$ cat config.mk
export PLATFORM = sky130hd
export DESIGN_NAME = add_sched
export DESIGN_NICKNAME = d
export VERILOG_FILES = /design/src/rtl/add_sched.sv
export SDC_FILE = /design/constraint.sdc
export NUM_CORES = 1
export LEC_CHECK = 0
export BUFFER_PORTS_ARGS = -buffer_cell sky130_fd_sc_hd__buf_2
export CORE_AREA = 2 2 90 92
export CTS_BUF_LIST = sky130_fd_sc_hd__clkbuf_16
export CTS_CLUSTER_SIZE = 14
export DETAILED_ROUTE_END_ITERATION = 8
export DIE_AREA = 0 0 92 94
export HOLD_SLACK_MARGIN = 0.05
export PLACE_DENSITY_LB_ADDON = 0.25
export SETUP_SLACK_MARGIN = 0.4
export SLEW_MARGIN = 20
export SYNTH_ARGS = -nofsm -noshare
export SYNTH_HDL_FRONTEND = slang
export SYNTH_SLANG_ARGS = --single-unit
export TNS_END_PERCENT = 1
$ cat constraint.sdc
create_clock -name clk -period 3.4 [get_ports clk]
set_clock_uncertainty 0.2 [all_clocks]
set_input_delay 0.17 -clock clk [delete_from_list [all_inputs] [get_ports clk]]
set_output_delay 0.17 -clock clk [all_outputs]
set_load 0.05 [all_outputs]
$ cat src/rtl/add_sched.sv
// add_sched: round-robin scheduler sharing one external 16-bit dual-sum
// conditional adder between NREQ requesters. It supports multi-word bursts:
// the adder stays locked to one requester and the carry is chained between
// words.
//
// Adder result format (add_value):
//   [33]    carry-out for cin=1
//   [32]    carry-out for cin=0
//   [31:16] sum for cin=0
//   [15:0]  sum for cin=1
//
// Optional macro ADD_SCHED_STATS_EN adds the stat_beats/stat_stalls counters.
//
// Scheduler state (no enumerated FSM; the lock bit is the only mode):
//   lock | meaning
//   0    | idle or between bursts, round-robin arbitration from rr_ptr
//   1    | mid-burst, adder held for owner, carry chained from last word
module add_sched #(
   parameter int NREQ = 4,
   parameter int IDW  = $clog2(NREQ)
) (
   input  logic                 clk,
   input  logic                 rst_n,
   input  logic [NREQ-1:0]      req_valid,
   output logic [NREQ-1:0]      req_ready,
   input  logic [NREQ*16-1:0]   req_a,
   input  logic [NREQ*16-1:0]   req_b,
   input  logic [NREQ-1:0]      req_cin,
   input  logic [NREQ-1:0]      req_last,
   output logic [15:0]          add_a,
   output logic [15:0]          add_b,
   input  logic [33:0]          add_value,
   output logic                 rsp_valid,
   input  logic                 rsp_ready,
   output logic [IDW-1:0]       rsp_id,
   output logic [15:0]          rsp_sum,
   output logic                 rsp_cout,
   output logic                 rsp_last
`ifdef ADD_SCHED_STATS_EN
   ,
   output logic [31:0]          stat_beats,
   output logic [31:0]          stat_stalls
`endif
);

   logic            lock;
   logic [IDW-1:0]  owner;
   logic            carry;
   logic [IDW-1:0]  rr_ptr;

   logic            gnt_valid;
   logic [IDW-1:0]  gnt_idx;
   logic [IDW-1:0]  cand_idx;
   int              cand;

   logic [15:0]     a_sel;
   logic [15:0]     b_sel;
   logic            cin_sel;
   logic            last_sel;

   logic            can_accept;
   logic            accept;
   logic            eff_cin;
   logic [15:0]     sum_sel;
   logic            cout_sel;
   logic [IDW-1:0]  nxt_ptr;

   // Grant selection: locked owner wins outright, otherwise first valid from rr_ptr.
   always_comb begin
      gnt_valid = 1'b0;
      gnt_idx   = '0;
      cand      = 0;
      cand_idx  = '0;
      if (lock) begin
         gnt_idx   = owner;
         gnt_valid = req_valid[owner];
      end else begin
         for (int i = 0; i < NREQ; i++) begin
            cand     = (int'(rr_ptr) + i) % NREQ;
            cand_idx = cand[IDW-1:0];
            if (!gnt_valid && req_valid[cand_idx]) begin
               gnt_valid = 1'b1;
               gnt_idx   = cand_idx;
            end
         end
      end
   end

   // Operand and control mux for the granted requester.
   always_comb begin
      a_sel    = '0;
      b_sel    = '0;
      cin_sel  = 1'b0;
      last_sel = 1'b0;
      for (int i = 0; i < NREQ; i++) begin
         if (gnt_idx == IDW'(i)) begin
            a_sel    = req_a[16*i +: 16];
            b_sel    = req_b[16*i +: 16];
            cin_sel  = req_cin[i];
            last_sel = req_last[i];
         end
      end
   end

   // Handshake, adder drive and result selection. Gated by rst_n so nothing
   // is offered or accepted while reset is held.
   always_comb begin
      can_accept = !rsp_valid || rsp_ready;
      accept     = gnt_valid && can_accept && rst_n;
      req_ready  = '0;
      if (accept)
         req_ready[gnt_idx] = 1'b1;
      add_a    = (gnt_valid && rst_n) ? a_sel : 16'h0000;
      add_b    = (gnt_valid && rst_n) ? b_sel : 16'h0000;
      eff_cin  = lock ? carry : cin_sel;
      sum_sel  = eff_cin ? add_value[15:0] : add_value[31:16];
      cout_sel = eff_cin ? add_value[33]   : add_value[32];
      nxt_ptr  = (gnt_idx == IDW'(NREQ - 1)) ? '0 : gnt_idx + IDW'(1);
   end

   // Response register, burst lock, carry chain and round-robin pointer.
   always_ff @(posedge clk) begin
      if (!rst_n) begin
         lock      <= 1'b0;
         owner     <= '0;
         carry     <= 1'b0;
         rr_ptr    <= '0;
         rsp_valid <= 1'b0;
         rsp_id    <= '0;
         rsp_sum   <= '0;
         rsp_cout  <= 1'b0;
         rsp_last  <= 1'b0;
      end else if (accept) begin
         rsp_valid <= 1'b1;
         rsp_id    <= gnt_idx;
         rsp_sum   <= sum_sel;
         rsp_cout  <= cout_sel;
         rsp_last  <= last_sel;
         if (last_sel) begin
            lock   <= 1'b0;
            carry  <= 1'b0;
            rr_ptr <= nxt_ptr;
         end else begin
            lock   <= 1'b1;
            owner  <= gnt_idx;
            carry  <= cout_sel;
         end
      end else if (rsp_ready) begin
         rsp_valid <= 1'b0;
      end
   end

`ifdef ADD_SCHED_STATS_EN
   // Beat and stall counters; both wrap naturally at 2^32.
   always_ff @(posedge clk) begin
      if (!rst_n) begin
         stat_beats  <= '0;
         stat_stalls <= '0;
      end else begin
         if (accept)
            stat_beats <= stat_beats + 32'd1;
         if ((|req_valid) && !accept)
            stat_stalls <= stat_stalls + 32'd1;
      end
   end
`endif

endmodule

* Word level (Yosys, flattened, before mapping)
Cells that the tools add are included.
** Word-level totals
- Flip-flop bits (word level) :: 27
- Output and inout bits :: 57
- Word-level logic and storage cells :: 92
** Operators by class
- Add/sub/neg operators :: 4
- $lt $le $gt $ge :: 7
- Eq/ne operators :: 3
- Multiplexer cells :: 52
- Bitwise operators :: 1
- Reductions and logical operators :: 16
** Operator list (number)
- 2-to-1 mux 16 bit :: 11
- 2-to-1 mux 1 bit :: 28
- less-than comparator 2 x 3 -> 1 bit, second input constant :: 6
- 2-to-1 mux 2 bit :: 6
- binary-select mux 1 bit (select 2 bit) :: 5
- logical AND 1 bit :: 7
- adder 2 x 1 -> 2 bit, second input constant :: 2
- adder 2 bit, second input constant :: 2
- equality test 2 bit, second input constant :: 2
- logical NOT 1 bit :: 4
- 2-to-1 mux 4 bit :: 1
- AND reduction 2 bit :: 2
- demux 1 bit (select 2 bit) :: 1
- equality test 2 x 1 -> 1 bit, second input constant :: 1
- >= comparator 2 x 1 -> 1 bit, second input constant :: 1
- logical NOT 2 bit :: 1
- nonzero test 2 bit :: 1
- logical OR 1 bit :: 1
- inverter 1 bit :: 1

* Longest topological paths before layout
Gate-level depths: netlist (run 1).
- Word-level depth :: 24
- Mapped depth :: 13

* Worst setup path before layout (run 1)
No wires, ideal clock.
- Path kind :: register -> output
- Start :: register rr_ptr[1]
- End :: output port add_b[14]
- Arrival :: 3067 ps
- Data required time :: 3030 ps
- Setup slack :: -37 ps
- Stages on the path, launching flop included :: 14
- Cell sequence :: dfxtp_1 -> or4bb_1 -> o211ai_1 -> o221a_2 -> inv_1 -> ha_1 -> buf_2 -> nor2b_1 -> clkbuf_1 -> clkbuf_1 -> a221oi_1 -> nor3_1 -> a21oi_1 -> nor2_1
** Between the ends
- Longest elaborated chain between the ends :: 22
** RTL lines
- start: declaration :: line 49 : logic [IDW-1:0] rr_ptr;
- start signal: assignment :: line 142 : rr_ptr <= nxt_ptr;
- binary-select mux 1 bit (select 2 bit) :: line 81 : if (!gnt_valid && req_valid[cand_idx]) begin
- 2-to-1 mux 1 bit (implied by the code) :: line 81
- 2-to-1 mux 1 bit :: line 81
- 2-to-1 mux 1 bit :: line 74 : if (lock) begin
- logical NOT 1 bit :: line 81
- logical AND 1 bit :: line 81
- 2-to-1 mux 1 bit :: line 81
- 2-to-1 mux 1 bit :: line 74
- (+5 left out)
- logical AND 1 bit :: line 81
- 2-to-1 mux 2 bit (*) :: line 81
- 2-to-1 mux 2 bit (*) :: line 74
- named net gnt_idx[1] :: line 52 : logic [IDW-1:0] gnt_idx;
- logical NOT 2 bit :: line 96 : if (gnt_idx == IDW'(i)) begin
- 2-to-1 mux 16 bit (3 in a row) :: line 96
- 2-to-1 mux 16 bit (*) :: line 96
- 2-to-1 mux 16 bit (*) :: line 114 : add_b = (gnt_valid && rst_n) ? b_sel : 16'h0000;
- end: declaration :: line 31 : output logic [15:0] add_b,
Mark *: on every way through the listed nets, which the timed path passes. The rest lies on a longest branch. The select of a mux whose other input is x is not followed.

* Worst setup path after layout (run 1)
- Start :: register rr_ptr[1]
- End :: output port add_b[10]
Same word-level chain as after synthesis.

==> results of run 1 <==
## metal layers
metal	GRT usage, %	up-vias	routed length (um)
met2	46.8	158	6480
met3	3.61	13	738
met4	5.72	0	161
met5	0	-	0
li1	-	1800	-
met1	29.0	1744	4760
## power by group through the flow
stage / Clock [uW] / Sequential [uW] / Combinational (uW)
6_report: 262 / 457 / 4540
5_1_grt: 280 / 467 / 4830
4_1_cts: 266 / 451 / 3990
3_5_place_dp: 0 / 456 / 3500
3_3_place_gp: 0 / 451 / 3430
2_1_floorplan: 0 / 608 / 2590
## repair_timing
action | CTS | global route
cloned | 1 | 3
endpoints found under the hold margin | 19 | 0
pin swaps | 5 | 9
gates resized for setup | 65 | 55
buffers inserted | 2 | 5
setup endpoints to repair | 55 | 58
hold buffers | 35 | 0
## cells in the mapped netlist, types with 7 or more instances
cell type,number
nand2_1,10
clkbuf_1,27
inv_1,7
a221oi_1,34
dfxtp_1,27
nor2b_1,36
a21oi_1,52
nor3_1,34
o21ai_0,12
mux2i_1,18
o21ai_1,11
nor2_1,37
## worst min-delay path, stage by stage
cell and delay (ns):
buf_2 0.27, nand2_1 0.12, nand2_1 0.05
## cell families after synthesis
| family | synth area share (%) |
|---|---|
| AO/OA/AOI/OAI | 32.3 |
| buffers and inverters | 7.87 |
| AND/OR/NAND/NOR | 27.6 |
| adder cells (fa/ha/maj) | 2.03 |
| flip-flops | 21.9 |
| multiplexers | 8.22 |
## path summary, 6_finish.rpt
path / startpoint / depth (start not counted) / to
worst max-delay path: rr_ptr[1]$_SDFFE_PN0P_ / 12 / add_b[10]
worst min-delay path: rst_n / 3 / rsp_valid$_SDFFE_PN0P_
worst max register to register: rr_ptr[1]$_SDFFE_PN0P_ / 11 / carry$_SDFFE_PN0P_
worst min register to register: rr_ptr[1]$_SDFFE_PN0P_ / 2 / rr_ptr[1]$_SDFFE_PN0P_
## registers in the layout, indices dropped and copies added, names as in the netlist
name / count
rsp_id: 2
carry: 1
lock: 1
rsp_sum: 16
rr_ptr: 2
owner: 2
rsp_valid: 1
rsp_last: 1
rsp_cout: 1
## metrics by stage
| step | utilization [%] | hold WS, ns | setup WS (ns) | cells |
|---|---|---|---|---|
| CTS | 61.3 | 0.205 | 0.132 | 700 |
| finish | 65.7 | 0.199 | 0.130 | 708 |
| detailed placement | 51.8 | 0.261 | 0.150 | 658 |
| floorplan | - | 0.163 | 0.224 | 348 |
| global placement | 51.7 | 0.252 | 0.0443 | 658 |
| global route | 65.7 | 0.229 | 0.0328 | 708 |
## final cells by class
| cell class | instances | area [um^2] | share of cell area [%] |
|---|---|---|---|
| Clock buffer | 3 | 75.1 | 1.50 |
| Clock inverter | 1 | 3.75 | 0.0751 |
| Inverter | 7 | 28.8 | 0.576 |
| Multi-Input combinational cell | 278 | 2290 | 45.8 |
| Sequential cell | 27 | 543 | 10.9 |
| Tap cell | 102 | 128 | 2.55 |
| Timing Repair Buffer | 290 | 1930 | 38.6 |
==> flow_summary.json, run 1 <==
{
  "status": "finished clean",
  "crit_fanout": 9,
  "design_area_mm2": 0.00500,
  "netlist_instances": 348,
  "drc": 0,
  "combPwrFrac_pct": 86.3,
  "synth_warnings": 0,
  "ant_nets": 0,
  "cp-start-kind": "flop",
  "yosysSeqAreaShare_pct": 21.9,
  "ys_ff_latch": 27,
  "yosysUniqueCellTypes": 37,
  "total_leakage_power_uw": 0.00230,
  "netlist.area_leader.share_pct": 21.9,
  "clock_latency_ns": 0.26,
  "path_class": "reg -> out",
  "grt_max_degree": 47,
  "n_antenna_cell": 0,
  "end_kind": "output pin",
  "wl_per_cell_um": 17.1,
  "cts_tree": "built",
  "critical-path-slowest-cell": "or4bb_1",
  "internal_power_uw": 2350,
  "cts_max_level": 1,
  "path_cells": "or4bb_1 > o211ai_1 > o221a_2 > inv_4 > ha_4 > nor2b_4 > buf_12 > a221oi_1 > nor3_1 > a21oi_2 > nor2_4 > buf_4",
  "maxCapViolations": 0,
  "nets": 788,
  "die_h_um": 94,
  "syn_area_per_cell_um2": 7.08,
  "synth_top_cells_by_area": "dfxtp_1, a221oi_1, a21oi_1",
  "grt_pass1_wl_um": 17300,
  "gp_congestion": 0.881,
  "die_area_mm2": 0.00865,
  "power_uw": 5260,
  "slew_violations": 0,
  "relSlewSlack_pct": 60.6,
  "worst_slew_pin_slew_ns": 0.592,
  "grt_overflow": 0,
  "timing.setup.tns_ns": 0,
  "cp.arrival_ns": 2.90,
  "vdd_drop_max_mv": 0.551,
  "async_flop_share_pct": 0,
  "period_share_pct": 96.2,
  "max_stage_delay_ns": 0.53,
  "clock_sinks": 27,
  "grtUsageTotal_pct": 24.6,
  "clk_path_buf_depth": 2,
  "fill_cells": 646,
  "place_area_mm2": 0.00394,
  "synth-edff-count": 0,
  "setup_viol": 0,
  "period_needed_ns": 3.27,
  "syn-num-nets": 529,
  "core-area_mm2": 0.00761,
  "drive_above_1_share_pct": 58.1,
  "layout_common_cells": "buf_2, nor2b_1, dlygate4sd3_1, a21oi_1, nor2_4",
  "crit_buf_inv": 3,
  "start_util_pct": 32.4,
  "required_ns": 3.03,
  "rows": 32,
  "cts_made_buffers": 3,
  "fmax_ghz": 0.306,
  "ys.flop_type": "dfxtp_1",
  "first_pass_iters": 4,
  "dp_hpwl_um": 8110,
  "portBuffers": 233,
  "hold_class": "in -> reg",
  "antenna_found_initial": 0,
  "swShare_pct": 55.2,
  "yosysTopAreaCell": "dfxtp_1",
  "drt_iter0_drc": 165,
  "final_common_cell": "buf_2",
  "seq_power_share_pct": 8.7,
  "pwr-share-clk_pct": 5.0,
  "switchingPower_uw": 2900,
  "grt_pass1_vias": 3512,
  "synth_area_mm2": 0.00246,
  "synthToLayoutAreaGrowth_pct": 103,
  "r2r_setup_slack_ns": 0.31,
  "io_pins": 234,
  "finalHoldViolCount": 0,
  "rsz0062_at_grt": "true",
  "routed_via_density": 5.25,
  "die_w_um": 92,
  "finalWirelength_um": 12100,
  "cts-root-buf": "clkbuf_16",
  "clkTransAtPathRegs_ns": 0.06,
  "vias": 3715,
  "crit_family": "simple AND/OR/NAND/NOR gates",
  "powerDensity_mw_per_mm2": 1050
}
No activity file was read; power rests on OpenSTA's default activity.
==> run 2: changes to the inputs <==
Settings changed: CORE_AREA 2 2 90 92 to 2 2 92 94, CTS_BUF_LIST sky130_fd_sc_hd__clkbuf_16 to sky130_fd_sc_hd__clkbuf_4, DIE_AREA 0 0 92 94 to 0 0 94 96.
==> flow_summary.json, run 2 (synthesis results as in run 1) <==
{
  "cts_tree": "built",
  "start_util_pct": 30.6,
  "top_register": "rsp_sum",
  "core-area_mm2": 0.00805,
  "r2r_setup_slack_ns": 0.23,
  "drt_iter0_drc": 163,
  "crit_start": "rr_ptr[1]$_SDFFE_PN0P_",
  "finalHoldViolCount": 0,
  "drive_above_1_share_pct": 60.2,
  "worst_slew_pin_slew_ns": 0.802,
  "vdd_drop_max_mv": 0.425,
  "die_w_um": 94,
  "vias": 3714,
  "grt_max_degree": 68,
  "clkTransAtPathRegs_ns": 0.17,
  "status": "finished clean",
  "end_kind": "output pin",
  "cp.arrival_ns": 2.95,
  "crit_fanout": 67,
  "grtUsageTotal_pct": 24.0,
  "antenna_found_initial": 1,
  "relSlewSlack_pct": 46.5,
  "fin_ws_ns": 0.0816,
  "gp_congestion": 0.832,
  "powerDensity_mw_per_mm2": 1050,
  "io_pins": 234,
  "r2r_end": "carry$_SDFFE_PN0P_",
  "path_class": "reg -> out",
  "period_share_pct": 97.6,
  "synthToLayoutAreaGrowth_pct": 108,
  "die_area_mm2": 0.00902,
  "power_uw": 5390,
  "drc": 0,
  "grt_pass1_wl_um": 17300,
  "first_pass_iters": 4,
  "hold_class": "in -> reg",
  "combPwrFrac_pct": 88.8,
  "dp_slack_ns": 0.00491,
  "routed_via_density": 5.20,
  "layout_common_cells": "buf_2, a21oi_1, dlygate4sd3_1, nor2b_1, nor2_4",
  "cp-endpoint": "add_a[11]",
  "nets": 790,
  "ant_nets": 0,
  "die_h_um": 96,
  "period_needed_ns": 3.32,
  "seq_power_share_pct": 8.4,
  "cts_max_level": 1,
  "rr_worst_depth": 11,
  "clk_path_buf_depth": 2,
  "hold_start": "rst_n",
  "grt_pass1_vias": 3483,
  "switchingPower_uw": 2970,
  "rows": 33,
  "maxCapViolations": 0,
  "setup_viol": 0,
  "cts-root-buf": "clkbuf_4",
  "total_leakage_power_uw": 0.00235,
  "required_ns": 3.03,
  "pwr-share-clk_pct": 2.8,
  "rsz0062_at_grt": "true",
  "final_common_cell": "buf_2",
  "dp_hpwl_um": 7710,
  "slew_violations": 0,
  "seqCellArea_um2": 543,
  "portBuffers": 233,
  "fill_cells": 659,
  "cp-start-kind": "flop",
  "wl_per_cell_um": 16.8,
  "clock_sinks": 27,
  "internal_power_uw": 2420,
  "cts_made_buffers": 3,
  "finalWirelength_um": 12000,
  "r2r-start": "rr_ptr[1]$_SDFFE_PN0P_",
  "fmax_ghz": 0.301,
  "clock_latency_ns": 0.34,
  "grt_overflow": 0,
  "largest_reg_flops": 16,
  "swShare_pct": 55.0,
  "multi_input_area_mm2": 0.00234
}
-- run 2: how the worst min path moves through the flow --
stage | cells after the start | end | slack, ns
floorplan | 3 | rsp_valid$_SDFFE_PN0P_ | 0.16
global placement | 3 | rsp_sum[2]$_SDFFE_PN0P_ | 0.25
detailed placement | 2 | rsp_id[1]$_SDFFE_PN0P_ | 0.27
CTS | 3 | rr_ptr[0]$_SDFFE_PN0P_ | 0.08
global route | 3 | rr_ptr[1]$_SDFFE_PN0P_ | 0.10
finish | 3 | rr_ptr[0]$_SDFFE_PN0P_ | 0.09
-- run 2: per-layer routing --
metal | GRT usage, % | vias up | part of all wire (%)
met4 | 7.37 | 0 | 1.2
met1 | 27.5 | 1722 | 38
met3 | 5.48 | 16 | 8.0
met5 | 0 | - | 0
met2 | 44.5 | 158 | 52
li1 | - | 1818 | -
-- run 2: per-stage QoR --
| stage | cells | util [%] | hold WS [ns] | area [um^2] | TNS (ns) |
|---|---|---|---|---|---|
| 2_1_floorplan | 348 | - | 0.163 | 2690 | 0 |
| 3_3_place_gp | 660 | 48.8 | 0.251 | 3930 | 0 |
| 3_5_place_dp | 660 | 48.8 | 0.266 | 3930 | 0 |
| 4_1_cts | 713 | 61.6 | 0.0843 | 4960 | 0 |
| 5_1_grt | 713 | 63.8 | 0.102 | 5130 | -0.721 |
| 6_report | 714 | 63.8 | 0.0896 | 5140 | 0 |
-- run 2: timing repair --
action | in CTS | in global routing
resized for setup | 119 | 41
endpoints found under the setup margin | 58 | 58
hold buffers | 35 | 0
endpoints found under the hold margin | 19 | 0
cloned | 4 | 0
setup buffers | 10 | 0
pin swaps | 17 | 9
-- run 2: critical path: stages (launching register included) --
cell      delay (ns)
dfxtp_2         0.36
or4bb_1         0.49
o211ai_1        0.13
o221a_4         0.23
buf_4           0.11
ha_2            0.21
buf_12          0.29
nor2b_2         0.24
nor3_1          0.07
a21oi_1         0.23
nor2_4          0.05
buf_6           0.16
-- run 2: layout make-up --
cell class / count / area share, %
sequential: 27 / 10.6
clock buffer: 3 / 0.438
antenna: 1 / 0.0487
inverter: 7 / 0.560
timing repair buffer: 292 / 40.1
tap: 105 / 2.56
multi-input combinational: 278 / 45.5
clock inverter: 1 / 0.171
-- run 2: power groups by stage --
stage	sequential, uW	clock (uW)	combinational (uW)
floorplan	608	0	2590
global placement	449	0	3410
detailed placement	452	0	3460
CTS	447	159	4550
global route	460	168	5090
finish	451	152	4790
==> run 3: changes to the inputs <==
Settings changed: SKIP_LAST_GASP from default to 1.
Clock period 3.4 ns to 3.1 ns, I/O delays scaled along.
==> flow_summary.json, run 3 (synthesis results as in run 1) <==
{
  "portBuffers": 233,
  "drive_above_1_share_pct": 53.8,
  "die_h_um": 96,
  "fmax_ghz": 0.305,
  "period_needed_ns": 3.28,
  "clkTransAtPathRegs_ns": 0.16,
  "period_share_pct": 106,
  "worst_slew_pin_slew_ns": 0.926,
  "layout_common_cells": "buf_2, a21oi_1, buf_4, nor2b_1, dlygate4sd3_1",
  "gp_congestion": 0.859,
  "internal_power_uw": 2140,
  "finalHoldViolCount": 0,
  "io_pins": 234,
  "clock_latency_ns": 0.33,
  "final_common_cell": "buf_2",
  "power_uw": 5050,
  "wl_per_cell_um": 15.8,
  "n_antenna_cell": 0,
  "max_stage_delay_ns": 0.49,
  "antenna_found_initial": 0,
  "grt_max_degree": 48,
  "seq_power_share_pct": 9.8,
  "total_leakage_power_uw": 0.00218,
  "end_kind": "output pin",
  "relSlewSlack_pct": 38.1,
  "crit_family": "compound AO/OA/AOI/OAI gates",
  "critical-path-slowest-cell": "or4bb_1",
  "swShare_pct": 57.7,
  "clk_path_buf_depth": 2,
  "clock_sinks": 27,
  "grtUsageTotal_pct": 22.1,
  "violations": "setup timing",
  "vias": 3615,
  "powerDensity_mw_per_mm2": 1090,
  "holdWs_ns": 0.147,
  "synthToLayoutAreaGrowth_pct": 88.9,
  "cp.arrival_ns": 2.92,
  "dp_hpwl_um": 7840,
  "hold_class": "in -> reg",
  "start_util_pct": 30.6,
  "core-area_mm2": 0.00805,
  "grt_pass1_wl_um": 16100,
  "ant_nets": 0,
  "setup_viol": 32,
  "place_inst": 666,
  "routed_via_density": 5.11,
  "die_area_mm2": 0.00902,
  "largest_reg_flops": 16,
  "cts_tree": "built",
  "stdcell_count": 707,
  "required_ns": 2.74,
  "grt_pass1_vias": 3310,
  "crit_buf_inv": 3,
  "status": "finished with violations",
  "rows": 33,
  "fin_ws_ns": -0.177,
  "maxCapViolations": 0,
  "cts_made_buffers": 3,
  "pwr-share-clk_pct": 3.1,
  "switchingPower_uw": 2920,
  "vdd_drop_max_mv": 0.639,
  "rsz0062_at_grt": "true",
  "cts-root-buf": "clkbuf_4",
  "grt_overflow": 0,
  "finalWirelength_um": 11100,
  "first_pass_iters": 7,
  "slew_violations": 0,
  "die_w_um": 94,
  "cts_max_level": 1,
  "top_register": "rsp_sum",
  "drt_iter0_drc": 145,
  "path_class": "reg -> out",
  "drc": 0,
  "combPwrFrac_pct": 87.1,
  "cp-start-kind": "flop",
  "nets": 784,
  "path_cells": "or4bb_1 > o211ai_1 > o221a_2 > inv_2 > ha_2 > nor2b_4 > buf_12 > a221oi_2 > nor3_1 > a21oi_1 > nor2_4 > buf_2",
  "crit_fanout": 18
}
==> run 3: cell count changes in the layout (fill, tap and decap cells not counted), sizes merged <==
| cell | previous run | this run |
|---|---|---|
| diode | 1 | 0 |
| buf | 256 | 251 |
| clkinvlp | 0 | 1 |
| clkbuf | 4 | 3 |
| inv | 8 | 7 |
==> run 3: worst reg2reg max path: stages, from the launching register on <==
cell and delay, ns:
dfxtp_2 0.36, or4bb_1 0.49, o211ai_1 0.11, o221a_2 0.23, buf_4 0.12, ha_2 0.23, a21oi_1 0.06, a221oi_1 0.36
o22ai_2 0.19, buf_4 0.22, mux2i_1 0.18, a21oi_1 0.09
==> run 3: repair_timing <==
item,4_1_cts,5_1_grt
endpoints found under the hold margin,19,0
endpoints found under the setup margin,60,60
setup buffers,2,0
pin swaps,1,0
gates resized for setup,55,2
hold buffers,35,0
==> run 3: cell type report <==
| class | instances | area [um^2] |
|---|---|---|
| multi-input cells | 278 | 2120 |
| repair buffers | 286 | 1800 |
| fillers | 733 | 3400 |
| flip-flops and latches | 27 | 543 |
| inverters | 7 | 26.3 |
| clock inverters | 1 | 7.51 |
| clock buffers | 3 | 22.5 |
| well taps | 105 | 131 |
==> run 3: through the flow <==
stage          worst slack, ns  TNS, ns  area (um^2)  util (%)
3_3_place_gp             0.108        0         4050      50.3
6_report                -0.177    -4.03         4660      57.8
5_1_grt                 -0.358   -10.01         4660      57.8
3_5_place_dp            0.0235        0         4050      50.3
2_1_floorplan            0.226        0         2770         -
4_1_cts                 -0.155    -4.19         4650      57.7
==> run 3: layer usage <==
| layer | GRT usage [%] | wire [um] | share of wire [%] | vias up |
|---|---|---|---|---|
| met1 | 25.7 | 4220 | 38 | 1641 |
| met3 | 4.86 | 927 | 8.3 | 10 |
| li1 | - | - | - | 1802 |
| met2 | 41.6 | 5890 | 53 | 162 |
| met5 | 0 | 0 | 0 | - |
| met4 | 4.59 | 113 | 1.0 | 0 |
==> run 3: power groups by stage <==
stage	clock network, uW	registers (uW)	logic [uW]
2_1_floorplan	0	671	2970
6_report	156	496	4400
4_1_cts	164	495	4370
5_1_grt	176	508	4720
3_3_place_gp	0	497	3940
3_5_place_dp	0	503	3990
==> run 3: worst paths after layout <==
| kind | start | to | slack [ns] | cells after the start |
|---|---|---|---|---|
| worst max register to register | rr_ptr[1]$_SDFFE_PN0P_ | rsp_sum[0]$_SDFFE_PN0P_ | 0.12 | 11 |
| worst min register to register | rr_ptr[0]$_SDFFE_PN0P_ | rr_ptr[0]$_SDFFE_PN0P_ | 0.31 | 2 |
| worst min-delay path | rst_n | lock$_SDFFE_PN0P_ | 0.15 | 4 |
| worst max-delay path | rr_ptr[1]$_SDFFE_PN0P_ | add_b[12] | -0.18 | 12 |
